==> config.mk <==
export PLATFORM = sky130hd
export DESIGN_NAME = zeroheti_rst_ctrl
export DESIGN_NICKNAME = d
export VERILOG_FILES = /design/src/rtl/zeroheti_rst_pkg.sv /design/src/rtl/zeroheti_sync_2ff.sv /design/src/rtl/zeroheti_rst_ctrl.sv
export SDC_FILE = /design/constraint.sdc
export NUM_CORES = 1
export LEC_CHECK = 0
export BUFFER_PORTS_ARGS = -buffer_cell sky130_fd_sc_hd__buf_4
export CORE_MARGIN = 4
export CORE_UTILIZATION = 53
export DETAILED_ROUTE_END_ITERATION = 16
export PLACE_DENSITY_LB_ADDON = 0.05
export SETUP_SLACK_MARGIN = 0.3
export SKIP_CTS_REPAIR_TIMING = 1
export SLEW_MARGIN = 25
export SYNTH_ARGS = -nofsm -noshare
export SYNTH_HDL_FRONTEND = slang
export SYNTH_SLANG_ARGS = --single-unit
export TNS_END_PERCENT = 100
==> constraint.sdc <==
create_clock -name clk_i -period 2.3 [get_ports clk_i]
set_clock_uncertainty 0.15 [all_clocks]
set_input_delay 0 -clock clk_i [delete_from_list [all_inputs] [get_ports clk_i]]
set_output_delay 0 -clock clk_i [all_outputs]
set_load 0.01 [all_outputs]
==> src/rtl/zeroheti_rst_pkg.sv <==
// Shared types for the zeroHETI reset sequencer: FSM states, reset-cause codes
// and a small helper used to size the shared stage counter.
package zeroheti_rst_pkg;

    typedef enum logic [2:0] {
        WAIT_LOCK,
        REL_DBG,
        REL_PERIPH,
        REL_CORE,
        RUN,
        NDM
    } rst_state_e;

    typedef enum logic [1:0] {
        CAUSE_POR,
        CAUSE_LOCK_LOSS,
        CAUSE_NDM,
        CAUSE_WDT
    } rst_cause_e;

    function automatic int unsigned max3(input int unsigned a, input int unsigned b,
                                         input int unsigned c);
        int unsigned m;
        m = (a > b) ? a : b;
        return (m > c) ? m : c;
    endfunction

endpackage

==> src/rtl/zeroheti_sync_2ff.sv <==
// Two-flop synchroniser with asynchronous active-high reset; output resets to 0,
// so an asynchronous input is seen as deasserted until two clean samples land.
module zeroheti_sync_2ff (
    input  logic i_clk,
    input  logic i_rst,
    input  logic i_d,
    output logic o_q
);

    logic r_meta;
    logic r_sync;

    always_ff @(posedge i_clk or posedge i_rst) begin
        if (i_rst) begin
            r_meta <= 1'b0;
            r_sync <= 1'b0;
        end else begin
            r_meta <= i_d;
            r_sync <= r_meta;
        end
    end

    assign o_q = r_sync;

endmodule

==> src/rtl/zeroheti_rst_ctrl.sv <==
// zeroHETI reset sequencer: PLL-lock qualification, ordered dbg/periph/core release,
// ndmreset handling. Optional watchdog enabled by defining ZH_RSTCTRL_WDT_EN.
//
//   state      | meaning
//   WAIT_LOCK  | all resets asserted, counting consecutive synced-locked cycles
//   REL_DBG    | debug module released
//   REL_PERIPH | debug + peripherals/interconnect released
//   REL_CORE   | debug + peripherals + core released
//   RUN        | everything released, sys_ready_o high
//   NDM        | periph/core held in reset, debug kept alive
module zeroheti_rst_ctrl
    import zeroheti_rst_pkg::*;
#(
    parameter int unsigned LOCK_STABLE_CYCLES = 1024,
    parameter int unsigned STAGE_DELAY        = 16,
    parameter int unsigned NDM_MIN_CYCLES     = 8,
    parameter int unsigned WDT_CYCLES         = 2**20
) (
    input  logic       clk_i,
    input  logic       rst_i,
    input  logic       pll_locked_i,
    input  logic       ndmreset_i,
    input  logic       wdt_kick_i,
    output logic       dbg_rst_no,
    output logic       periph_rst_no,
    output logic       core_rst_no,
    output logic       sys_ready_o,
    output logic [1:0] rst_cause_o
);

    localparam int unsigned CNT_MAX = max3(LOCK_STABLE_CYCLES, STAGE_DELAY, NDM_MIN_CYCLES);
    localparam int unsigned CW      = $clog2(CNT_MAX) + 1;

    localparam logic [CW-1:0] LOCK_LAST  = CW'(LOCK_STABLE_CYCLES - 1);
    localparam logic [CW-1:0] STAGE_LAST = CW'(STAGE_DELAY - 1);
    localparam logic [CW-1:0] NDM_LAST   = CW'(NDM_MIN_CYCLES - 1);

    rst_state_e    r_state, w_state_nxt;
    rst_cause_e    r_cause, w_cause_nxt;
    logic [CW-1:0] r_cnt, w_cnt_nxt;
    logic          w_lk;
    logic          w_wdt_expire;
    logic          r_dbg_rst_n, r_periph_rst_n, r_core_rst_n, r_ready;

    zeroheti_sync_2ff u_lock_sync (
        .i_clk (clk_i),
        .i_rst (rst_i),
        .i_d   (pll_locked_i),
        .o_q   (w_lk)
    );

`ifdef ZH_RSTCTRL_WDT_EN
    localparam int unsigned          WW       = $clog2(WDT_CYCLES) + 1;
    localparam logic [WW-1:0]        WDT_LAST = WW'(WDT_CYCLES - 1);
    logic [WW-1:0]                   r_wdt;

    // Counts only while the FSM stays in RUN, so it is back at 0 before it could wrap.
    always_ff @(posedge clk_i or posedge rst_i) begin
        if (rst_i) begin
            r_wdt <= '0;
        end else if (r_state == RUN && w_state_nxt == RUN && !wdt_kick_i) begin
            r_wdt <= r_wdt + 1'b1;
        end else begin
            r_wdt <= '0;
        end
    end

    assign w_wdt_expire = (r_wdt == WDT_LAST) && !wdt_kick_i;
`else
    logic w_unused;
    assign w_unused     = wdt_kick_i | (WDT_CYCLES == 0);
    assign w_wdt_expire = 1'b0;
`endif

    always_comb begin
        w_state_nxt = r_state;
        w_cnt_nxt   = r_cnt;
        w_cause_nxt = r_cause;
        if (r_state != WAIT_LOCK && !w_lk) begin
            w_state_nxt = WAIT_LOCK;
            w_cnt_nxt   = '0;
            w_cause_nxt = CAUSE_LOCK_LOSS;
        end else begin
            case (r_state)
                WAIT_LOCK: begin
                    if (!w_lk) begin
                        w_cnt_nxt = '0;
                    end else if (r_cnt == LOCK_LAST) begin
                        w_state_nxt = REL_DBG;
                        w_cnt_nxt   = '0;
                    end else begin
                        w_cnt_nxt = r_cnt + 1'b1;
                    end
                end
                REL_DBG: begin
                    if (r_cnt == STAGE_LAST) begin
                        w_state_nxt = REL_PERIPH;
                        w_cnt_nxt   = '0;
                    end else begin
                        w_cnt_nxt = r_cnt + 1'b1;
                    end
                end
                REL_PERIPH, REL_CORE: begin
                    if (ndmreset_i) begin
                        w_state_nxt = NDM;
                        w_cnt_nxt   = '0;
                        w_cause_nxt = CAUSE_NDM;
                    end else if (r_cnt == STAGE_LAST) begin
                        w_state_nxt = (r_state == REL_PERIPH) ? REL_CORE : RUN;
                        w_cnt_nxt   = '0;
                    end else begin
                        w_cnt_nxt = r_cnt + 1'b1;
                    end
                end
                RUN: begin
                    w_cnt_nxt = '0;
                    if (ndmreset_i) begin
                        w_state_nxt = NDM;
                        w_cause_nxt = CAUSE_NDM;
                    end else if (w_wdt_expire) begin
                        w_state_nxt = NDM;
                        w_cause_nxt = CAUSE_WDT;
                    end
                end
                NDM: begin
                    // A watchdog-initiated NDM does not wait for the debugger's request to drop.
                    if (r_cnt >= NDM_LAST && (!ndmreset_i || r_cause == CAUSE_WDT)) begin
                        w_state_nxt = REL_PERIPH;
                        w_cnt_nxt   = '0;
                    end else if (r_cnt < NDM_LAST) begin
                        w_cnt_nxt = r_cnt + 1'b1;
                    end
                end
                default: begin
                    w_state_nxt = WAIT_LOCK;
                    w_cnt_nxt   = '0;
                end
            endcase
        end
    end

    always_ff @(posedge clk_i or posedge rst_i) begin
        if (rst_i) begin
            r_state        <= WAIT_LOCK;
            r_cnt          <= '0;
            r_cause        <= CAUSE_POR;
            r_dbg_rst_n    <= 1'b0;
            r_periph_rst_n <= 1'b0;
            r_core_rst_n   <= 1'b0;
            r_ready        <= 1'b0;
        end else begin
            r_state        <= w_state_nxt;
            r_cnt          <= w_cnt_nxt;
            r_cause        <= w_cause_nxt;
            r_dbg_rst_n    <= (w_state_nxt != WAIT_LOCK);
            r_periph_rst_n <= (w_state_nxt inside {REL_PERIPH, REL_CORE, RUN});
            r_core_rst_n   <= (w_state_nxt inside {REL_CORE, RUN});
            r_ready        <= (w_state_nxt == RUN);
        end
    end

    assign dbg_rst_no    = r_dbg_rst_n;
    assign periph_rst_no = r_periph_rst_n;
    assign core_rst_no   = r_core_rst_n;
    assign sys_ready_o   = r_ready;
    assign rst_cause_o   = r_cause;

endmodule

==> impl_metrics.csv <==
group,metric,value,unit
logic_synthesis,yosysTopAreaCell,"dfrtp_1",
floorplanning,die_y,57.9,um
detailed_routing,dr_total_vias,1225,
worst_setup_path,reg2regPathDepth,7,
timing,post-route-period-util,94.3,%
timing,hold_viol,0,
place,place_congestion,0.856,
min_path,holdPathStages,2,
timing,setup-violations-final,0,
timing,slew_headroom,43.3,%
logic_synthesis,ys_types,52,
logic_synthesis,ys.flop_type,"dfrtp_1",
place,portBuffers,9,
clock_network,htree_levels,1,
logic_synthesis,avgSynthCellArea,9.29,sq um
worst_setup_path,critPathCaptureType,"flop",
logic_synthesis,syn_area,1320,sq um
detailed_routing,via_per_inst,6.09,
clock_network,cts.clk_slew.worst_paths,130,ps
global_routing,groute.usage.overall,18.1,%
detailed_routing,drt-total-wl,3.14,mm
timing,finalWorstSetupSlack,132,ps
power_and_ir_drop,finalPower,0.682,mW
job,drv_cap,0,
final_layout,areaGrowthSynthToFinish,31.6,%
worst_setup_path,cp_max_fo,8,
logic_synthesis,synthTopCellsByCount,"nand2_1, dfrtp_1, inv_1",
timing,fin_tns_setup,0,ps
final_layout,layout-drive-gt1-share,39.9,%
place,dp_hpwl,2.09,mm
power_and_ir_drop,p_leak,0.820,nW
clock_network,cts.sinks,22,
global_routing,antenna_found_initial,0,
detailed_routing,drc,0,
timing,tightest_slew,850,ps
timing,rsz0062_at_grt,"yes",
logic_synthesis,synth.yosys.seq_area_share,41.7,%
logic_synthesis,async_flop_share,100,%
final_layout,nNetsFinal,180,
logic_synthesis,synthMostInstantiatedCell,"nand2_1",
worst_setup_path,crit_type,"reg2reg",
global_routing,grt_max_degree,23,
logic_synthesis,synth_seq_cells,22,
logic_synthesis,synthesis.nets,148,
final_layout,diodes,0,
worst_setup_path,arrival,2230,ps
detailed_routing,drtIter0Drc,81,
logic_synthesis,ys_top_cells_by_area,"dfrtp_1, nand2_1, a21o_1, nor3_1, a221oi_4",
floorplanning,rows,17,
global_routing,grt_pass1_wl,4.75,mm
min_path,min_from,"pll_locked_i",
timing,final.min_clock_period,2170,ps
clock_network,cts_buffer_depth,2,
floorplanning,die_area,3350,sq um
logic_synthesis,synth_warnings,0,
clock_network,root_buffer,"clkbuf_4",
timing,clock.fmax,461,MHz
detailed_routing,dr.pass1.iters,4,
clock_network,cts_tree,"yes",
global_routing,grt_pass1_vias,1079,
logic_synthesis,synth_cells,142,
worst_setup_path,timing.rr.start,"r_cnt[7]",
worst_setup_path,cp-startpoint,"r_cnt[7]",
floorplanning,core,2300,sq um
clock_network,cts-buffers-inserted,3,
power_and_ir_drop,p_per_area,393,nW/um^2
worst_setup_path,cp.required,2360,ps
detailed_routing,wl_per_cell,15.6,um
timing,finalMaxSlewViolations,0,
min_path,holdCritPathClass,"in2reg",
outcome,outcome,"complete, no violations",
floorplanning,fp.dieW,57.9,um
global_routing,grt_overflow_total,0,
worst_setup_path,start_kind,"flop",
detailed_routing,ant_nets,0,
clock_network,clk_latency,310,ps
logic_synthesis,synth_edf_count,0,
logic_synthesis,synth_top_area_share,41.7,%
floorplanning,io_pins,11,
place,dp_slack,95.3,ps
power_and_ir_drop,irDropWorstVdd,0.000554,V
floorplanning,initial_core_util,57.4,%
==> per-layer routing <==
layer | up-vias | GRT usage (%) | wire [um] | share of wire, %
met3 | 6 | 3.12 | 137 | 4.4
met1 | 603 | 25.8 | 1500 | 48
met4 | 0 | 6.62 | 30 | 0.95
met5 | - | 0 | 0 | 0
met2 | 34 | 27.4 | 1480 | 47
li1 | 582 | - | - | -
==> worst max-delay path: stages, from the launching register on <==
cell      delay, ps
dfrtp_2         450
nor4_4          300
and4_4          310
nor2_4           50
a221oi_4        370
buf_4           220
o31ai_2          60
a21o_1          150
==> cell type report <==
cell class	instances	area (sq um)
Tap cell	28	35.0
Clock buffer	4	36.3
Inverter	7	26.3
Timing Repair Buffer	31	240
Fill cell	162	562
Sequential cell	22	554
Multi-Input combinational cell	109	843
==> cells in the final DEF (no fill, tap or decap), drive strengths merged, types with 4 or more instances in the layout <==
| cell type | Yosys | layout |
|---|---|---|
| buf | 3 | 28 |
| a21o | 6 | 6 |
| a21oi | 5 | 5 |
| dfrtp | 22 | 22 |
| nor3 | 7 | 7 |
| o21ai | 7 | 7 |
| inv | 7 | 7 |
| nor2 | 8 | 8 |
| nand2 | 24 | 24 |
| nand3 | 5 | 5 |
| clkbuf | 1 | 4 |
==> worst paths after layout <==
check,endpoint,slack (ps)
max in group asynchronous,r_cnt[7],1170
worst max register to register,r_cnt[2],130
min in group asynchronous,r_cnt[9],260
worst min register to register,u_lock_sync.o_q,220
worst min-delay path,u_lock_sync.r_meta,190
worst max-delay path,r_cnt[2],130
==> metrics by stage <==
stage               utilization [%]  hold slack, ps  std cells  cell area [sq um]
floorplan                         -            -161        142               1330
global placement               64.2           -39.6        185               1470
detailed placement             64.2           -39.1        185               1470
CTS                            65.7            -371        189               1510
global route                   75.5             189        201               1740
finish                         75.5             186        201               1740
==> where the power goes <==
group	internal, mW	switching, mW
clock	0.0965	0.122
combinational	0.0325	0.0303
sequential	0.393	0.00807
total	0.522	0.161
==> sequential cells by signal, summed over array words and instances, names as in the netlist <==
name,cells
r_cnt,11
r_state,3
dbg_rst_no,1
u_lock_sync.o_q,1
sys_ready_o,1
core_rst_no,1
periph_rst_no,1
rst_cause_o,2
u_lock_sync.r_meta,1
==> cells by family after synthesis <==
group / count (synthesis) / share of synthesized area (%)
AND/OR/NAND/NOR: 67 / 27.7
AO/OA/AOI/OAI: 39 / 23.6
flip-flops: 22 / 41.7
buffers and inverters: 11 / 4.36
multiplexers: 2 / 1.61
adder cells (fa/ha/maj): 1 / 0.949
(Power assumes the default switching activity.)
